[config.mk]
export PLATFORM = sky130hd
export DESIGN_NAME = sg_window_feeder
export DESIGN_NICKNAME = d
export VERILOG_FILES = /design/src/rtl/sg_window_feeder.sv
export SDC_FILE = /design/constraint.sdc
export NUM_CORES = 1
export LEC_CHECK = 0
export BUFFER_PORTS_ARGS = -buffer_cell sky130_fd_sc_hd__buf_2
export CORE_MARGIN = 2
export CORE_UTILIZATION = 55
export DETAILED_ROUTE_END_ITERATION = 12
export PLACE_DENSITY = 0.93
export SLEW_MARGIN = 30
export SYNTH_ARGS = -nofsm -noshare
export SYNTH_HDL_FRONTEND = slang
export SYNTH_SLANG_ARGS = --single-unit
export TNS_END_PERCENT = 100
[constraint.sdc]
create_clock -name clk -period 4.2 [get_ports clk]
set_input_delay 0.84 -clock clk [delete_from_list [all_inputs] [get_ports clk]]
set_output_delay 0.84 -clock clk [all_outputs]
set_load 0.02 [all_outputs]
[src/rtl/sg_window_feeder.sv]
// Sliding-window feeder for a Savitzky-Golay fitting engine.
// Streams DATA_SIZE samples out as WINDOW_SIZE-wide windows, one per valid centre.
module sg_window_feeder #(
    parameter int WINDOW_SIZE = 7,
    parameter int DATA_SIZE   = 1000,
    parameter int DATA_W      = 32,
    localparam int HALF       = WINDOW_SIZE / 2,
    localparam int IDX_W      = $clog2(DATA_SIZE)
) (
    input  logic                          clk,
    input  logic                          rst,
    input  logic                          start,
    output logic                          done,
    output logic                          busy,
    input  logic                          in_valid,
    output logic                          in_ready,
    input  logic [DATA_W-1:0]             in_data,
    output logic                          win_valid,
    input  logic                          win_ready,
    output logic [WINDOW_SIZE*DATA_W-1:0] win_data,
    output logic [IDX_W-1:0]              win_index
);

    localparam int CNT_W = $clog2(DATA_SIZE + 1);
    localparam int WIN_W = WINDOW_SIZE * DATA_W;

    localparam logic [CNT_W-1:0] DSZ = CNT_W'(DATA_SIZE);
    localparam logic [CNT_W-1:0] WSZ = CNT_W'(WINDOW_SIZE);
    localparam logic [CNT_W-1:0] OFS = CNT_W'(HALF + 1);
    localparam logic [IDX_W-1:0] FIRST_IDX = IDX_W'(HALF);
    localparam logic [IDX_W-1:0] LAST_IDX  = IDX_W'(DATA_SIZE - 1 - HALF);

    if (DATA_SIZE < WINDOW_SIZE || WINDOW_SIZE < 3 || (WINDOW_SIZE % 2) == 0) begin : g_bad_cfg
        $error("sg_window_feeder: need odd WINDOW_SIZE >= 3 and DATA_SIZE >= WINDOW_SIZE");
    end

    typedef enum logic [2:0] {
        S_IDLE,
        S_FILL,
        S_STREAM,
        S_FLUSH,
        S_DONE
    } state_t;

    state_t             state_q;
    logic [CNT_W-1:0]   rcvd_q;
    logic [CNT_W-1:0]   rcvd_d;
    logic [WIN_W-1:0]   win_q;
    logic [WIN_W-1:0]   win_d;
    logic [IDX_W-1:0]   idx_q;
    logic [IDX_W-1:0]   idx_d;
    logic               win_valid_q;
    logic               done_q;
    logic               accept;

    always_comb begin
        in_ready = 1'b0;
        unique case (state_q)
            S_FILL:   in_ready = 1'b1;
            S_STREAM: in_ready = (!win_valid_q || win_ready) && (rcvd_q < DSZ);
            default:  in_ready = 1'b0;
        endcase
    end

    // Newest sample enters the top element; the oldest falls off element 0.
    assign accept = in_valid && in_ready;
    assign rcvd_d = rcvd_q + CNT_W'(1);
    assign win_d  = {in_data, win_q[WIN_W-1:DATA_W]};
    assign idx_d  = IDX_W'(rcvd_d - OFS);

    always_ff @(posedge clk) begin
        if (!rst) begin
            state_q     <= S_IDLE;
            rcvd_q      <= '0;
            win_q       <= '0;
            idx_q       <= '0;
            win_valid_q <= 1'b0;
            done_q      <= 1'b0;
        end else begin
            done_q <= 1'b0;
            unique case (state_q)
                S_IDLE: begin
                    if (start) begin
                        state_q <= S_FILL;
                        rcvd_q  <= '0;
                        win_q   <= '0;
                    end
                end
                S_FILL: begin
                    if (accept) begin
                        win_q  <= win_d;
                        rcvd_q <= rcvd_d;
                        if (rcvd_d == WSZ) begin
                            win_valid_q <= 1'b1;
                            idx_q       <= FIRST_IDX;
                            state_q     <= (rcvd_d == DSZ) ? S_FLUSH : S_STREAM;
                        end
                    end
                end
                S_STREAM: begin
                    if (accept) begin
                        win_q       <= win_d;
                        rcvd_q      <= rcvd_d;
                        win_valid_q <= 1'b1;
                        idx_q       <= idx_d;
                        if (rcvd_d == DSZ) begin
                            state_q <= S_FLUSH;
                        end
                    end else if (win_valid_q && win_ready) begin
                        win_valid_q <= 1'b0;
                    end
                end
                S_FLUSH: begin
                    if (win_valid_q && win_ready && idx_q == LAST_IDX) begin
                        win_valid_q <= 1'b0;
                        done_q      <= 1'b1;
                        state_q     <= S_DONE;
                    end
                end
                S_DONE: begin
                    state_q <= S_IDLE;
                end
                default: begin
                    state_q <= S_IDLE;
                end
            endcase
        end
    end

    assign done      = done_q;
    assign busy      = (state_q != S_IDLE);
    assign win_valid = win_valid_q;
    assign win_data  = win_q;
    assign win_index = idx_q;

endmodule

==> metrics, run 1 <==
Final setup viols 0; Distinct cells, synth 57; Tcrit/Tclk final 79.4%; post-synthesis simple-gate area fraction 32.9%; Hold Fails Final Rpt 0; largest net degree at the start of global routing 184; Horiz. Die Dim 145 microns; total congestion overflow 0; Antenna Nets Post-Route 0; post-CTS setup buffer count 0; Avg Synthesized Cell Area 7.61 sq um; clock buffer depth 3; cell breakdown of the critical path nor3b_2, o221ai_1, o21ai_0, buf_2; nets@finish 1682; Worst Skew 0.00875 ns; adder and majority gate portion of the synthesized area 0.569%; sequential group share of total power 38.9%; Crit. End Element output port; max frequency 300 MHz; register area share after synthesis 45.4%; Port Buffers 274; synthesized area 11000 sq um; H-tree levels 1; hold buffers post-CTS 0; CTS sink cnt 249; max_slew headroom 42.1%; hold slack 0.483 ns; CTS Buf Count 25; die area 21100 sq um; Ports 275; clk_lat worst skew 0.52 ns; CTS root buffer clkbuf_16; Worst Slack Setup Final 0.866 ns; post-synthesis cell count 1445; hpwl dp 18400 microns; Sw Share 37.2%; Clk pwr share 33.2%; clock slew at reported path FFs 0.06 ns; #FFs+latches synth 249; CORE AREA 19500 sq um; WHS Path Cells 2; Iter 0 DRT Violations 522; num rows 51; CP max FO 16; family with the most delay on the worst path simple AND/OR/NAND/NOR gates; Final Max Slew Viols 0; Pre-Repair DR Iteration Count 5; Max Cap Viol 0; CTS tree done; most frequent cells in the layout nand2_1, buf_2, dfxtp_1; Int Power 0.00409 W; ys flop type dfxtp_1; Slowest-stage cell, CP nor3b_2; critical path class reg -> out; VDD IR max 0.488 mV; Syn-to-layout area delta 18.4%; r2r worst-path depth 7; initial antenna violation count 0; TNS Setup 0 ns; Ys Warns 0; via count 9993; Inserted Diodes 0; Leak Pwr 5.53 nW; first-pass GRT wire length 44200 microns; pre-CTS setup slack 1.18 ns; xor/xnor share of the synthesized area 0.877%; startpoint types register; drc violations 0; mux share of post-synthesis cell area 0.0911%; commonest non-fill, non-tap cell in the layout nand2_1; share of post-route cells with drive strength above 1 20.0%; CP bufs+invs 1; PwrDens 500 nW/um^2; GP Congestion 0.942; number of global-route vias before repair 8769; routed length per placed instance 14.3 microns; syn_nets 1487; Routed WL 27600 microns; largest family of logic cells by synthesized area simple AND/OR/NAND/NOR gates; instance count on the critical path 4; fraction of registers with async set/reset 0%; worst min path class reg -> reg; Post-synth EDFFs 0; critical path's largest stage delay 0.70 ns; Combinational Power Share 28.0%; chip height 145 microns; PostCTS Resize Cnt 0; fin crit period 3.33 ns; worst-margin pin slew 0.868 ns; vias per cell 5.20; crit path DAT 2.49 ns; Initial Util 56.3%; Compound-Gate Fraction of Synth Area 14.4%; Crit path required time 3.36 ns; unrepaired setup endpoints after global routing false; status finished clean; GRT Total Usage 24.7%; P_sw 0.00242 W
==> per-layer routing <==
layer / global-route usage, % / vias up / part of all wire [%]
met1: 33.9 / 4543 / 45
met5: 0 / - / 0
li1: - / 5061 / -
met2: 40.4 / 331 / 46
met3: 3.57 / 58 / 5.6
met4: 8.33 / 0 / 3.0
==> worst register-to-register path, cell delays in order, from the launching register on <==
cell and delay, ns:
dfxtp_1 0.65, nand4_2 0.22, o221a_2 0.33, o21ai_4 0.33
o21a_4 0.46, buf_12 0.46, o21ai_0 0.24, and2_1 0.19
==> power groups by stage <==
| stage | logic [W] | clock network (W) | registers, W |
|---|---|---|---|
| floorplan | 0.00156 | 0 | 0.00264 |
| global placement | 0.00177 | 0 | 0.00258 |
| detailed placement | 0.00180 | 0 | 0.00258 |
| CTS | 0.00181 | 0.00219 | 0.00253 |
| global route | 0.00201 | 0.00230 | 0.00254 |
| finish | 0.00182 | 0.00216 | 0.00253 |
==> cell usage after synthesis (all sizes together), types with 2 or more instances <==
cell type,count,area (sq um)
nor2b,6,37.5
o21a,2,22.5
or4,2,15.0
nand2b,3,18.8
xnor2,7,61.3
nor2,14,52.6
xor2,4,35.0
nor3,9,45.0
a31oi,4,25.0
nor3b,3,27.5
nand4b,2,17.5
nor4,3,18.8
and2,229,1430
o31ai,6,45.0
o221a,2,22.5
o211a,3,30.0
o21ai,234,1190
clkbuf,76,285
a211oi,3,27.5
ha,5,62.6
buf,39,332
nand3b,2,15.0
inv,7,26.3
or3,2,12.5
nand4,2,18.8
a21oi,11,55.1
nand2,470,1760
and3,3,18.8
a21boi,10,75.1
dfxtp,249,4980
nand3,19,95.1
==> flip-flops by register name, indices dropped and copies added, names as in the netlist <==
signal / count
win_data: 224
done: 1
win_valid: 1
state_q: 3
rcvd_q: 10
win_index: 10
==> per-stage QoR <==
stage          area (sq um)  total power (W)  std cells  util [%]
3_5_place_dp          12200          0.00438       1878      62.6
2_1_floorplan         11000          0.00419       1445         -
4_1_cts               13000          0.00653       1923      66.6
3_3_place_gp          12200          0.00435       1878      62.6
6_report              13000          0.00651       1923      66.6
5_1_grt               13000          0.00685       1923      66.6
==> layout make-up <==
type,count,area [sq um]
inverters,7,26.3
fillers,1593,6520
flip-flops and latches,249,4980
clock buffers,37,691
multi-input cells,1074,5370
clock inverters,8,93.8
repair buffers,283,1510
well taps,265,332
==> cells by family (layout without fill, tap and decap cells) <==
| logic type | after synthesis | in the layout |
|---|---|---|
| AND/OR/NAND/NOR | 772 | 772 |
| multiplexers | 1 | 1 |
| buffers and inverters | 122 | 335 |
| adder cells (fa/ha/maj) | 5 | 5 |
| XOR/XNOR | 11 | 11 |
| flip-flops | 249 | 249 |
| AO/OA/AOI/OAI | 285 | 285 |
==> final timing paths <==
path | startpoint | end | slack (ns)
worst min-delay path | win_index[9] | win_index[9] | 0.48
worst min register to register | win_index[9] | win_index[9] | 0.48
worst max-delay path | state_q[1] | in_ready | 0.87
worst max register to register | rcvd_q[5] | win_data[3] | 1.20
Note: power is estimated with default switching activity, not from simulation.
==> run 2, diff against run 1 <==
Settings changed: CORE_UTILIZATION 55 to 53, PLACE_DENSITY 0.93 to 0.91.
Clock period 4.2 ns to 3.1 ns, I/O delays scaled along.
==> metrics, run 2 (synthesized netlist as in run 1, its figures left out) <==
status finished clean; via count 9973 (-0.20%); Filler cells 1658 (+4.1%); CTS Buf Count 26 (+4.0%); largest net degree at the start of global routing 117 (-36%); CTS sink cnt 249 (unchanged); Non-Filler Instances 1944 (+1.1%); placed inst area 12500 sq um (+1.9%); chip height 148 microns (+1.8%); r2r setup slk 0.37 ns (-0.83 ns); crit path DAT 2.16 ns (-0.33 ns); commonest non-fill, non-tap cell in the layout nand2_1; PwrDens 708 nW/um^2 (+42%); WHS Endpoint win_data[220]; fin crit period 2.78 ns; unrepaired setup endpoints after global routing false; Crit path required time 2.48 ns (-0.88 ns); r2r worst-path depth 7 (unchanged); DR WL met2 12800 microns (+1.2%); nets@finish 1696 (+0.83%); PostCTS Resize Cnt 0 (unchanged); clock buffer depth 3 (unchanged); first-pass GRT wire length 43900 microns (-0.67%); Worst Slack Setup Final 0.324 ns (-0.542 ns); vias per cell 5.13 (-1.3%); Ports 275 (unchanged); Worst Skew 0.00901 ns (+0.000258 ns); Initial Util 54.1% (-2.1 points); max_slew headroom 60.4% (+18 points); VDD IR max 0.617 mV (+26%); clk_lat worst skew 0.52 ns (about the same); worst min path class in -> reg; hpwl dp 19100 microns (+3.9%); M1 WL 12400 microns (-1.2%); drc violations 0 (unchanged); share of post-route cells with drive strength above 1 21.1% (+1.1 points); Hold Fails Final Rpt 0 (unchanged); metal3 WL 1810 microns (+17%); Max Cap Viol 0 (unchanged); Pre-Repair DR Iteration Count 5 (unchanged); beginning of the worst register-to-register path rcvd_q[5]; Largest register FFs 224 (unchanged); Crit. End Element output port; Iter 0 DRT Violations 542 (+3.8%); sequential cell area 4980 sq um (unchanged); Antenna Nets Post-Route 0 (unchanged); pre-CTS setup slack 0.426 ns (-0.758 ns); area of the multi-input gates 5370 sq um (unchanged); worst-margin pin slew 0.588 ns (-0.280 ns); final instance area 13300 sq um (+2.5%); routed length per placed instance 14.2 microns (-0.66%); Inserted Diodes 0 (unchanged); Final Max Slew Viols 0 (unchanged); Tcrit/Tclk final 89.6%; startpoint types register; max frequency 360 MHz; post-CTS setup buffer count 0 (unchanged); Crit Reg-Reg Endpoint win_data[16]; WHS Path Cells 4 (+2); CP max FO 16 (unchanged); most frequent cells in the layout nand2_1, buf_2, dfxtp_1; H-tree levels 1 (unchanged); Leak Pwr 5.69 nW (+3.0%); CTS root buffer clkbuf_16; die area 21900 sq um (+3.7%); CTS tree done; CORE AREA 20300 sq um (+4.0%); Horiz. Die Dim 148 microns (+1.8%); GP Congestion 0.903 (-4.2%); TNS Setup 0 ns (unchanged); initial antenna violation count 0 (unchanged); Port Buffers 274 (unchanged); Syn-to-layout area delta 21.4%; GRT Total Usage 23.9% (-0.87 points); Max Used Layer met4; hold buffers post-CTS 0 (unchanged); hold path start in_data[28]; clock slew at reported path FFs 0.06 ns (about the same); Final setup viols 0 (unchanged); num rows 52 (+2.0%); total congestion overflow 0 (unchanged); DP Cell Count 1896 (+0.96%); critical path class reg -> out; Routed WL 27700 microns (+0.42%); number of global-route vias before repair 8749 (-0.23%)
-- run 2: cell types whose count changed in the layout (fill, tap and decap cells not counted), sizes merged --
cell | before | now
buf | 282 | 296
clkinvlp | 0 | 1
clkbuf | 38 | 39
inv | 8 | 7
clkinv | 5 | 6
-- run 2: per-layer routing --
layer,track usage [%],up-vias
li1,-,5092
met1,32.9,4481
met2,38.6,345
met3,4.10,55
met4,6.95,0
met5,0,-
-- run 2: cell type report --
type	count	area share [%]
flip-flops and latches	249	37.4
well taps	270	2.53
clock buffers	39	5.93
repair buffers	296	13.0
inverters	7	0.197
clock inverters	9	0.732
multi-input cells	1074	40.3
-- run 2: through the flow --
step                hold slack, ns  util (%)  power [W]
floorplan                    0.513         -    0.00568
global placement             0.475      61.3    0.00628
detailed placement           0.478      61.3    0.00632
CTS                          0.446      65.7    0.00949
global route                 0.470      65.7    0.00992
finish                       0.462      65.7    0.00945
-- run 2: how the worst max path moves through the flow --
stage	start	to	slack, ns	cells past startpoint
after global placement	rcvd_q[5]	win_data[29]	0.51	7
after detailed placement	rcvd_q[5]	win_data[190]	0.43	8
final	state_q[1]	in_ready	0.32	5
after CTS	rcvd_q[5]	win_data[190]	0.37	8
after floorplan	rcvd_q[0]	state_q[0]	0.74	11
after global routing	rcvd_q[0]	state_q[0]	0.15	8
-- run 2: power breakdown --
| group | internal [W] | switching, W |
|---|---|---|
| sequential | 0.00331 | 0.000119 |
| combinational | 0.000813 | 0.00203 |
| clock | 0.00192 | 0.00125 |
-- run 2: worst max-delay path, stage by stage, from the launching register on --
cell      delay, ns
dfxtp_1        0.61
nor3b_2        0.24
buf_4          0.21
o221ai_1       0.18
o21ai_0        0.17
buf_2          0.23
